--- src/rtl/fbindct_pkg.sv ---
// Shared definitions for the fbindct BRAM arbiter: owner encoding, FSM states
// and a ceil(log2) helper used for counter sizing.
package fbindct_pkg;

  localparam logic [1:0] OWN_NONE = 2'd0;
  localparam logic [1:0] OWN_C0   = 2'd1;
  localparam logic [1:0] OWN_C1   = 2'd2;

  // State encoding doubles as the current owner of the BRAM port.
  typedef enum logic [1:0] {
    IDLE = OWN_NONE,
    OWN0 = OWN_C0,
    OWN1 = OWN_C1
  } state_e;

  function automatic int clogb2(input int n);
    int r;
    r = 0;
    while ((1 << r) < n) r = r + 1;
    return r;
  endfunction

endpackage

--- src/rtl/fbindct_rd_tag_pipe.sv ---
// Shift register of {valid, client} read tags; its output lines up with the
// BRAM read data of the beat that inserted the tag.
module fbindct_rd_tag_pipe #(
  parameter int DEPTH = 2
) (
  input  logic clk,
  input  logic rst,
  input  logic i_valid,
  input  logic i_client,
  output logic o_valid,
  output logic o_client
);

  logic [DEPTH-1:0] r_valid;
  logic [DEPTH-1:0] r_client;

  always_ff @(posedge clk) begin
    if (rst) begin
      r_valid  <= '0;
      r_client <= '0;
    end else begin
      r_valid  <= {r_valid[DEPTH-2:0], i_valid};
      r_client <= {r_client[DEPTH-2:0], i_client};
    end
  end

  assign o_valid  = r_valid[DEPTH-1];
  assign o_client = r_client[DEPTH-1];

endmodule

--- src/rtl/fbindct_bram_arbiter.sv ---
// Shares one BRAM port between the row-fetch reader (c0) and the coefficient
// store writer (c1): round-robin, bounded bursts, optional lock, tagged reads.
module fbindct_bram_arbiter
  import fbindct_pkg::*;
#(
  parameter int DATA_WIDTH   = 32,
  parameter int ADDR_WIDTH   = 13,
  parameter int MAX_BURST    = 8,
  parameter int READ_LATENCY = 1
) (
  input  logic                  clk,
  input  logic                  rst,
  input  logic                  c0_req,
  input  logic                  c0_we,
  input  logic                  c0_lock,
  input  logic [ADDR_WIDTH-1:0] c0_addr,
  input  logic [DATA_WIDTH-1:0] c0_wdata,
  output logic                  c0_ack,
  output logic                  c0_rvalid,
  input  logic                  c1_req,
  input  logic                  c1_we,
  input  logic                  c1_lock,
  input  logic [ADDR_WIDTH-1:0] c1_addr,
  input  logic [DATA_WIDTH-1:0] c1_wdata,
  output logic                  c1_ack,
  output logic                  c1_rvalid,
  output logic [DATA_WIDTH-1:0] rd_data,
  output logic [ADDR_WIDTH-1:0] bram_addr,
  output logic [DATA_WIDTH-1:0] bram_wrdata,
  output logic                  bram_en,
  output logic                  bram_we,
  input  logic [DATA_WIDTH-1:0] bram_rddata
);

  localparam int CNT_W = (clogb2(MAX_BURST) > 0) ? clogb2(MAX_BURST) : 1;
  localparam logic [CNT_W-1:0] LAST_BEAT = CNT_W'(MAX_BURST - 1);

  state_e                r_state;
  logic                  r_rr_ptr;
  logic [CNT_W-1:0]      r_beat_cnt;
  logic [ADDR_WIDTH-1:0] r_bram_addr;
  logic [DATA_WIDTH-1:0] r_bram_wrdata;
  logic                  r_bram_en;
  logic                  r_bram_we;

  logic                  w_own1;
  logic                  w_owned;
  logic                  w_req_x;
  logic                  w_req_y;
  logic                  w_lock_x;
  logic                  w_we_x;
  logic [ADDR_WIDTH-1:0] w_addr_x;
  logic [DATA_WIDTH-1:0] w_wdata_x;
  logic                  w_ack;
  logic                  w_last;
  state_e                w_other;
  logic                  w_tag_valid;
  logic                  w_tag_client;

  // x = current owner, y = the other client
  assign w_own1    = (r_state == OWN1);
  assign w_owned   = (r_state != IDLE);
  assign w_req_x   = w_own1 ? c1_req   : c0_req;
  assign w_req_y   = w_own1 ? c0_req   : c1_req;
  assign w_lock_x  = w_own1 ? c1_lock  : c0_lock;
  assign w_we_x    = w_own1 ? c1_we    : c0_we;
  assign w_addr_x  = w_own1 ? c1_addr  : c0_addr;
  assign w_wdata_x = w_own1 ? c1_wdata : c0_wdata;
  assign w_other   = w_own1 ? OWN0 : OWN1;
  assign w_ack     = w_owned & w_req_x;
  assign w_last    = (r_beat_cnt == LAST_BEAT);

  assign c0_ack = (r_state == OWN0) & c0_req;
  assign c1_ack = (r_state == OWN1) & c1_req;

  always_ff @(posedge clk) begin
    if (rst) begin
      r_state       <= IDLE;
      r_rr_ptr      <= 1'b0;
      r_beat_cnt    <= '0;
      r_bram_addr   <= '0;
      r_bram_wrdata <= '0;
      r_bram_en     <= 1'b0;
      r_bram_we     <= 1'b0;
    end else begin
      r_bram_en <= w_ack;
      r_bram_we <= w_ack & w_we_x;
      if (w_ack) begin
        r_bram_addr   <= w_addr_x;
        r_bram_wrdata <= w_wdata_x;
      end
      case (r_state)
        IDLE: begin
          if (c0_req && c1_req) r_state <= r_rr_ptr ? OWN1 : OWN0;
          else if (c0_req)      r_state <= OWN0;
          else if (c1_req)      r_state <= OWN1;
        end
        default: begin
          if (!w_req_x) begin
            r_state    <= w_req_y ? w_other : IDLE;
            r_beat_cnt <= '0;
            r_rr_ptr   <= ~w_own1;
          end else if (w_last) begin
            // Lock keeps ownership; the counter still wraps.
            r_beat_cnt <= '0;
            if (!w_lock_x) begin
              r_rr_ptr <= ~w_own1;
              if (w_req_y) r_state <= w_other;
            end
          end else begin
            r_beat_cnt <= r_beat_cnt + 1'b1;
          end
        end
      endcase
    end
  end

  fbindct_rd_tag_pipe #(
    .DEPTH (READ_LATENCY + 1)
  ) u_tag_pipe (
    .clk      (clk),
    .rst      (rst),
    .i_valid  (w_ack & ~w_we_x),
    .i_client (w_own1),
    .o_valid  (w_tag_valid),
    .o_client (w_tag_client)
  );

  assign c0_rvalid   = w_tag_valid & ~w_tag_client;
  assign c1_rvalid   = w_tag_valid &  w_tag_client;
  assign rd_data     = bram_rddata;
  assign bram_addr   = r_bram_addr;
  assign bram_wrdata = r_bram_wrdata;
  assign bram_en     = r_bram_en;
  assign bram_we     = r_bram_we;

endmodule
--- config.mk ---
export PLATFORM = sky130hd
export DESIGN_NAME = fbindct_bram_arbiter
export DESIGN_NICKNAME = d
export VERILOG_FILES = /design/src/rtl/fbindct_pkg.sv /design/src/rtl/fbindct_rd_tag_pipe.sv /design/src/rtl/fbindct_bram_arbiter.sv
export SDC_FILE = /design/constraint.sdc
export NUM_CORES = 1
export LEC_CHECK = 0
export CELL_PAD_IN_SITES_DETAIL_PLACEMENT = 0
export CELL_PAD_IN_SITES_GLOBAL_PLACEMENT = 2
export CORE_MARGIN = 3
export CORE_UTILIZATION = 18
export DETAILED_ROUTE_END_ITERATION = 8
export GPL_TIMING_DRIVEN = 0
export PLACE_DENSITY = 0.84
export SYNTH_ARGS = -nofsm -noshare
export SYNTH_HDL_FRONTEND = slang
export SYNTH_SLANG_ARGS = --single-unit
--- constraint.sdc ---
create_clock -name clk -period 1.55 [get_ports clk]
set_input_delay 0.2325 -clock clk [delete_from_list [all_inputs] [get_ports clk]]
set_output_delay 0.2325 -clock clk [all_outputs]
set_load 0.005 [all_outputs]
==> run summary, run 1 <==
status: finished clean
grt ovf: 0
Netlist cell types: 29
top post-synthesis cells by area: dfxtp_1 40%, mux2i_1 17%, a211oi_1 9.5%, buf_4 9.5%, nor2_1 6.9%
EDFF count, synth: 0
final worst slack: 0.0473 ns
clk root buf: clkbuf_16
initial antenna violation count: 0
clock slew at reported path FFs: 0.05 ns
crit-path cells: nor2b_1 -> clkdlybuf4s50_1
min cycle time layout: 1.50 ns
Max Clk Rate: 665 MHz
Routed Antenna Nets: 0
share of layout cells above drive strength 1: 0.193
CP endpoint kind: output pin
clk_skew: 0.00629 ns
Core Rows: 45
syn_area_per_cell: 9.66 um^2
clk sink count: 57
WP buf/inv: 1
post-synthesis register bit count: 57
clock latency on the worst-skew pair: 0.33 ns
count of yosys warnings during synthesis: 0
CP Launch Type: register
Worst Max-Slew Pin Slew: 0.461 ns
Crit Path Max Fanout: 2
Crit-path slowest cell: clkdlybuf4s50_1
Critical Path Max Stage Delay: 0.51 ns
Nets: 619
Tot GR Track Use: 0.106
hold buffers post-CTS: 0
First DRT Iteration DRCs: 23
Max clock buf depth: 2
Fin. Hold Viols: 0
# diodes: 0
Worst slew margin: 0.693
CP required: 1.32 ns
Core ar.: 15300 um^2
input/output buffers: 180
Initial Utilization: 0.185
dpl hpwl: 7610 um
vias per cell: 4.02
crit path kind: register to output pin
DR WL/cell: 13.7 um
Leak: 1.95 nW
Max-Cap Viols: 0
register area: 1140 um^2
DR DRC count: 0
die outline area: 17300 um^2
Synth Flop Type: dfxtp_1
Synth Net Count: 426
RSZ-0062 raised after global routing: yes
Mapped Cells: 294
TritonCTS buffer count: 9
Multi-input gate area: 1380 um^2
maximum vdd drop: 0.402 mV
Setup WS pre-CTS: -0.496 ns
TritonCTS clock tree: yes
Die Span Y: 132 um
die width: 132 um
number of global-route vias before repair: 2782
power density cells: 928 nW/um^2
Synth async-reset ratio: 0
WP data arrival: 1.27 ns
fill count: 1578
drt first pass iters: 4
fin cells: 703
delay-heaviest family, CP: buffers and inverters
num ports: 213
final period utilization: 0.969
via total after detailed routing: 2824
Cell Area, Synth: 2840 um^2
gpl congestion: 0.769
largest area contributor in the netlist: dfxtp_1
# setup viols final: 0
# H-tree levels: 3
fin. max-slew vios: 0
largest net degree at the start of global routing: 11
global-route wire length before repair: 14600 um
total length of routed wires: 9600 um
min-delay worst type: register to register
post-synthesis sequential area ratio: 0.402
Area growth, synth to finish: 87.3%
placed insts: 685
Synth top area share: 0.402
## sequential cells by signal (all words and copies together) (netlist names)
name	count
bram_addr	13
r_rr_ptr	1
u_tag_pipe.r_client	2
bram_wrdata	32
bram_en	1
r_state	2
r_beat_cnt	3
bram_we	1
u_tag_pipe.r_valid	2
## cell type report
cell class | count | area share
clock buffer | 13 | 0.0490
timing repair buffer | 182 | 0.341
multi-input combinational | 180 | 0.259
clock inverter | 3 | 0.00282
inverter | 2 | 0.00141
buffer | 55 | 0.0819
sequential | 57 | 0.215
tap | 211 | 0.0497
## path summary, 6_finish.rpt
kind                          start                     end  slack [ns]  cells after the start
max reg2reg              r_state[1]         bram_wrdata[25]        0.09                      6
min          u_tag_pipe.r_client[0]  u_tag_pipe.r_client[1]        0.43                      1
min reg2reg  u_tag_pipe.r_client[0]  u_tag_pipe.r_client[1]        0.43                      1
max           u_tag_pipe.r_valid[1]               c0_rvalid        0.05                      2
## repair_timing
| action | 4_1_cts | 5_1_grt |
|---|---|---|
| setup buffers | 0 | 1 |
| gates resized for setup | 15 | 27 |
| setup endpoints to repair | 49 | 39 |
| gates cloned | 0 | 1 |
## power by group
part	internal [mW]	total [mW]	switching, mW
combinational	0.886	1.44	0.550
clock	1.16	1.79	0.637
sequential	1.62	1.70	0.0803
total	3.66	4.93	1.27
## synth_stat cells (2+ instances only)
library cell   n
a211oi_1      36
buf_4         36
nor2_1        52
nor3_1         2
nor2b_1        5
buf_6          2
buf_2          9
buf_12         2
ha_1           2
dfxtp_1       57
and2_1         2
mux2i_1       47
nand2_1        4
a21oi_1        5
a211oi_2      10
o21ai_0        3
o21ai_1        2
clkbuf_1       6
inv_1          2
## routing by layer
layer | up-vias | routed length, um | global-route usage
met4 | 0 | 182 | 0.0461
met1 | 1254 | 4010 | 0.121
met2 | 156 | 4330 | 0.169
li1 | 1401 | - | -
met3 | 13 | 1080 | 0.0502
met5 | - | 0 | 0
## per-stage QoR
| step | TNS [ns] | area, um^2 | utilization | hold WS [ns] | power, mW |
|---|---|---|---|---|---|
| after floorplan | 0 | 2840 | - | 0.400 | 2.34 |
| after global placement | -20.60 | 4900 | 0.320 | 0.418 | 3.10 |
| after detailed placement | -21.81 | 4900 | 0.320 | 0.426 | 3.11 |
| after CTS | 0 | 5200 | 0.339 | 0.413 | 4.95 |
| after global routing | -0.0416 | 5320 | 0.347 | 0.446 | 5.21 |
| final | 0 | 5320 | 0.347 | 0.433 | 4.93 |
## cells by family (layout without fill, tap and decap cells)
family          after synthesis  count (layout)  synth area share
flops                        57              57             0.402
simple gates                 70              70             0.107
mux                          48              48             0.170
fa+ha+maj                     2               2           0.00881
buf+inv                      57             255             0.144
compound gates               60              60             0.169
## placed cells by master (no fill, tap or decap), types with 4 or more instances in the layout
master           Yosys  layout
clkdlybuf4s50_1      0     175
dfxtp_1             57      56
nor2_1              52      52
buf_4               36      39
mux2i_1             47      37
a211oi_1            36      35
a211oi_2            10      11
clkbuf_16            0       9
mux2i_2              0       6
nor2b_1              5       5
clkbuf_2             0       5
nand2_1              4       4
a21oi_1              5       4
buf_2                9       4
mux2i_4              0       4
dlygate4sd2_1        0       4
Power figures use the tool's default switching activity.
==> run 2, diff against run 1 <==
--- a/config.mk
+++ b/config.mk
@@ -5,9 +5,9 @@
 export SDC_FILE = /design/constraint.sdc
 export NUM_CORES = 1
 export LEC_CHECK = 0
+export CAP_MARGIN = 20
 export CELL_PAD_IN_SITES_DETAIL_PLACEMENT = 0
 export CELL_PAD_IN_SITES_GLOBAL_PLACEMENT = 2
-export CORE_MARGIN = 3
 export CORE_UTILIZATION = 18
 export DETAILED_ROUTE_END_ITERATION = 8
 export GPL_TIMING_DRIVEN = 0
==> constraint.sdc (replaced) <==
create_clock -name clk -period 1.65 [get_ports clk]
set_input_delay 0.2475 -clock clk [delete_from_list [all_inputs] [get_ports clk]]
set_output_delay 0.2475 -clock clk [all_outputs]
set_load 0.005 [all_outputs]
==> run summary, run 2 (synthesis results as in run 1) <==
status: finished clean
vias per cell: 3.97
drt first pass iters: 3
input/output buffers: 180
maximum vdd drop: 0.375 mV
total length of routed wires: 9540 um
RSZ-0062 raised after global routing: no
worst hold start: u_tag_pipe.r_client[0]
Worst Hold Depth: 1
# diodes: 0
most frequent cells in the layout: 176 x clkdlybuf4s50_1, 56 x dfxtp_1, 52 x nor2_1
P_sw: 1.19 mW
TritonCTS buffer count: 9
Worst Max-Slew Pin Slew: 0.486 ns
clock network fraction of total power: 0.379
Crit-path slowest cell: mux2_1
die width: 128 um
dpl hpwl: 7500 um
Crit Path Max Fanout: 5
max reg flops: 32
placed insts: 685
num ports: 213
largest net degree at the start of global routing: 11
metal3 WL: 933 um
die outline area: 16300 um^2
sw frac: 0.253
WP data arrival: 1.72 ns
share of layout cells above drive strength 1: 0.176
grt ovf: 0
Initial Utilization: 0.185
Routed Antenna Nets: 0
CP Launch Type: register
Max-Cap Viols: 0
DR WL/cell: 13.5 um
# H-tree levels: 3
Die Span Y: 128 um
fin. max-slew vios: 0
Max Clk Rate: 657 MHz
Tot GR Track Use: 0.114
Nets: 622
via total after detailed routing: 2805
Final Instance Area: 5260 um^2
Multi-input gate area: 1290 um^2
delay-heaviest family, CP: multiplexers
final period utilization: 0.923
CP required: 1.85 ns
# setup viols final: 0
Worst slew margin: 0.676
fin cells: 706
CP endpoint kind: register
clk_skew: 0.00735 ns
crit-path cells: buf_6 -> buf_4 -> nand4bb_1 -> o21ai_1 -> a21oi_1 -> mux2_1
M1 WL: 3910 um
DR DRC count: 0
R2R depth: 6
Area growth, synth to finish: 85.4%
Combinational Power Share: 0.280
worst hold endpoint: u_tag_pipe.r_client[1]
commonest non-fill, non-tap cell in the layout: clkdlybuf4s50_1
TritonCTS clock tree: yes
number of global-route vias before repair: 2727
crit path kind: register to register
reg2reg end: r_state[0]
r2r startpoint: r_state[0]
Core Rows: 45
met2 routed WL: 4560 um
power density cells: 892 nW/um^2
clk sink count: 57
total negative slack: 0 ns
clock latency on the worst-skew pair: 0.32 ns
Flop pwr share: 0.341
clk root buf: clkbuf_16
min cycle time layout: 1.52 ns
FF-to-FF setup slack: 0.13 ns
clock slew at reported path FFs: 0.05 ns
gpl congestion: 0.721
Critical Path Max Stage Delay: 0.37 ns
fill count: 1589
Pint: 3.50 mW
Max clock buf depth: 2
Fin. Hold Viols: 0
First DRT Iteration DRCs: 59
uppermost layer routed: met4
Core ar.: 15300 um^2
min-delay worst type: register to register
WP buf/inv: 2
Leak: 1.95 nW
initial antenna violation count: 0
register area: 1140 um^2
global-route wire length before repair: 14100 um
Area after DPL: 4900 um^2
## run 2: repair_timing
action,in CTS,in global routing
gates cloned,0,0
hold buffers,0,0
setup endpoints to repair,40,44
setup buffers,5,0
pin swaps,0,1
resized for setup,8,14
## run 2: per-stage QoR
step	hold WS, ns	utilization	setup WS [ns]	power [mW]
2_1_floorplan	0.414	-	0.286	2.20
3_3_place_gp	0.422	0.320	-0.394	2.91
3_5_place_dp	0.429	0.320	-0.436	2.93
4_1_cts	0.429	0.342	-0.0927	4.78
5_1_grt	0.455	0.344	0.00838	4.95
6_report	0.436	0.344	0.127	4.69
## run 2: how the worst max path moves through the flow
stage | cells past startpoint | startpoint | slack (ns) | end
6_report | 6 | r_state[0] | 0.13 | r_state[0]
5_1_grt | 7 | r_state[0] | 0.008 | bram_addr[0]
4_1_cts | 4 | rst | -0.09 | bram_wrdata[21]
3_5_place_dp | 4 | rst | -0.44 | bram_wrdata[21]
3_3_place_gp | 4 | rst | -0.39 | r_beat_cnt[1]
2_1_floorplan | 5 | r_state[1] | 0.29 | r_state[0]
## run 2: power groups by stage
stage	logic (mW)	clock network, mW	registers, mW
global route	1.43	1.91	1.62
floorplan	0.573	0	1.63
CTS	1.33	1.85	1.60
detailed placement	1.30	0	1.63
finish	1.31	1.78	1.60
global placement	1.28	0	1.62
## run 2: cell type report
type	instances	area share
Timing Repair Buffer	185	0.349
Buffer	55	0.0801
Tap cell	211	0.0502
Sequential cell	57	0.217
Clock buffer	14	0.0540
Clock inverter	2	0.00190
Multi-Input combinational cell	180	0.246
Inverter	2	0.00143
## run 2: per-layer routing
metal	track usage	up-vias
li1	-	1395
met1	0.124	1252
met2	0.203	148
met3	0.0385	10
met4	0.0478	0
met5	0	-
==> run 3, diff against run 2 <==
--- a/config.mk
+++ b/config.mk
@@ -8,10 +8,11 @@
 export CAP_MARGIN = 20
 export CELL_PAD_IN_SITES_DETAIL_PLACEMENT = 0
 export CELL_PAD_IN_SITES_GLOBAL_PLACEMENT = 2
-export CORE_UTILIZATION = 18
+export CORE_UTILIZATION = 19
 export DETAILED_ROUTE_END_ITERATION = 8
 export GPL_TIMING_DRIVEN = 0
-export PLACE_DENSITY = 0.84
+export PLACE_DENSITY = 0.83
 export SYNTH_ARGS = -nofsm -noshare
 export SYNTH_HDL_FRONTEND = slang
+export SYNTH_HIERARCHICAL = 1
 export SYNTH_SLANG_ARGS = --single-unit
==> run summary, run 3 <==
power density cells: 873 nW/um^2
largest family of logic cells by synthesized area: compound AO/OA/AOI/OAI gates
Nets: 624
Worst slew margin: 0.670
input/output buffers: 178
CP required: 1.87 ns
# diodes: 0
reg2reg end: u_tag_pipe/r_valid[0]
number of global-route vias before repair: 2825
Initial Utilization: 0.197
CP endpoint kind: register
Synth top area share: 0.377
clock slew at reported path FFs: 0.05 ns
hold slack: 0.368 ns
clock latency on the worst-skew pair: 0.33 ns
DR WL/cell: 13.8 um
Crit-path slowest cell: dfxtp_2
clk root buf: clkbuf_16
crit-path cells: buf_6 -> nor2b_4 -> buf_8 -> a22o_4 -> buf_12 -> buf_12 -> and2_1 -> nor2b_1
Simple-Gate Fraction of Synth Area: 0.102
Crit Path Max Fanout: 6
mux cell area share after synthesis: 0.159
EDFF count, synth: 0
top post-synthesis cells by area: dfxtp_1 38%, a211oi_2 16%, mux2i_1 16%, buf_4 8.7%, nor2_1 6.4%
CP Launch Type: register
WP data arrival: 1.77 ns
via total after detailed routing: 2890
dpl hpwl: 7460 um
Die Span Y: 128 um
Synth Net Count: 428
status: finished clean
largest area contributor in the netlist: dfxtp_1
Max-Cap Viols: 0
TritonCTS clock tree: yes
commonest non-fill, non-tap cell in the layout: clkdlybuf4s50_1
num ports: 213
Synth async-reset ratio: 0
R2R depth: 8
min cycle time layout: 1.55 ns
FF-to-FF setup slack: 0.1 ns
Core ar.: 15400 um^2
post-synthesis register bit count: 57
Max Clk Rate: 644 MHz
Core Rows: 45
Cell Area, Synth: 3030 um^2
Worst Max-Slew Pin Slew: 0.495 ns
Synth Flop Type: dfxtp_1
most frequent cells in the layout: 176 x clkdlybuf4s50_1, 55 x dfxtp_1, 45 x mux2i_1
die width: 128 um
Fin. Hold Viols: 0
post-synthesis sequential area ratio: 0.377
crit path kind: register to register
Max clock buf depth: 2
vias per cell: 4.08
XOR/XNOR Fraction of Synth Area: 0
clk_skew: 0.00501 ns
count of yosys warnings during synthesis: 6
count leader, synth: dfxtp_1
max reg flops: 32
global-route wire length before repair: 14500 um
die outline area: 16500 um^2
synth cell count leaders: 57 x dfxtp_1, 52 x nor2_1, 48 x mux2i_1
final period utilization: 0.941
# setup viols final: 0
Mapped Cells: 296
Routed Antenna Nets: 0
Final Util: 0.363
maximum vdd drop: 0.374 mV
Area growth, synth to finish: 83.9%
clk sink count: 57
Worst setup startpoint: r_state[1]
Leak: 2.02 nW
grt ovf: 0
initial antenna violation count: 0
largest net degree at the start of global routing: 11
TritonCTS buffer count: 9
CP dominant cell by count: buf_12
total length of routed wires: 9760 um
DR DRC count: 0
fin. max-slew vios: 0
Setup crit end: u_tag_pipe/r_valid[0]
Netlist cell types: 30
Tot GR Track Use: 0.118
area share of fa/ha/maj cells after synthesis: 0.00826
share of layout cells above drive strength 1: 0.292
drt first pass iters: 4
compound-gate portion of the synthesized area: 0.216
min-delay worst type: input port to register
# H-tree levels: 3
syn_area_per_cell: 10.2 um^2
RSZ-0062 raised after global routing: no
Critical Path Max Stage Delay: 0.31 ns
First DRT Iteration DRCs: 60
r2r startpoint: r_state[1]
gpl congestion: 0.694
## run 3: cell types whose count changed in the layout (fill, tap and decap cells not counted), moves of 4 or more
cell,change
buf_6,+4
a211oi_1,-30
buf_2,-5
nor2_1,-20
a211oi_2,+29
nor2_2,+20
## run 3: what timing repair did
action / in CTS / in global routing
resized for setup: 47 / 9
endpoints found under the setup margin: 45 / 46
pin swaps: 0 / 2
setup buffers: 3 / 3
gates cloned: 0 / 2
hold endpoints to repair: 0 / 0
hold buffers: 0 / 0
## run 3: through the flow
stage / area, um^2 / setup slack [ns] / instances / setup TNS, ns / power [mW]
after global routing: 5570 / 0.00188 / 708 / 0 / 5.14
after floorplan: 3030 / 0.146 / 296 / 0 / 2.33
final: 5570 / 0.0975 / 708 / 0 / 4.86
after global placement: 5080 / -0.424 / 685 / -19.78 / 3.03
after CTS: 5490 / -0.109 / 704 / -0.203 / 4.92
after detailed placement: 5080 / -0.498 / 685 / -21.60 / 3.06
## run 3: where the power goes
group / leakage [nW] / internal, mW / switching [mW]
sequential: 0.468 / 1.52 / 0.0823
clock: 0.139 / 1.09 / 0.630
combinational: 1.41 / 0.936 / 0.603
total: 2.02 / 3.55 / 1.32
## run 3: area by class of cell
cell class,count,area [um^2]
Fill cell,1570,9800
Tap cell,211,264
Sequential cell,57,1140
Buffer,57,470
Timing Repair Buffer,186,1880
Inverter,1,3.75
Clock buffer,13,260
Multi-Input combinational cell,180,1540
Clock inverter,3,15.0
## run 3: layer usage
metal	track usage	vias up	routed length [um]
li1	-	1410	-
met1	0.132	1330	4020
met2	0.205	140	4810
met3	0.0405	10	801
met4	0.0478	0	136
met5	0	-	0
## run 3: cells by family after synthesis
group           count (synthesis)
simple gates                   69
buf+inv                        59
compound gates                 61
mux                            48
flops                          57
fa+ha+maj                       2
## run 3: worst max-delay path, delay by kind of cell, from the launching register on
family | cells | cell delay (ns)
buffers and inverters | 4 | 0.50
AND/OR/NAND/NOR | 3 | 0.37
flip-flops | 1 | 0.31
AO/OA/AOI/OAI | 1 | 0.25
## run 3: how the worst min path moves through the flow
stage                                  end                   start  slack, ns  cells past startpoint
CTS                             r_state[0]                  c0_req       0.33                      3
global route                    r_state[0]                  c0_req       0.39                      3
detailed placement  u_tag_pipe/r_client[1]  u_tag_pipe/r_client[0]       0.43                      1
global placement     u_tag_pipe/r_valid[1]   u_tag_pipe/r_valid[0]       0.42                      1
finish                          r_state[0]                  c0_req       0.37                      3
floorplan           u_tag_pipe/r_client[0]                     rst       0.32                      1
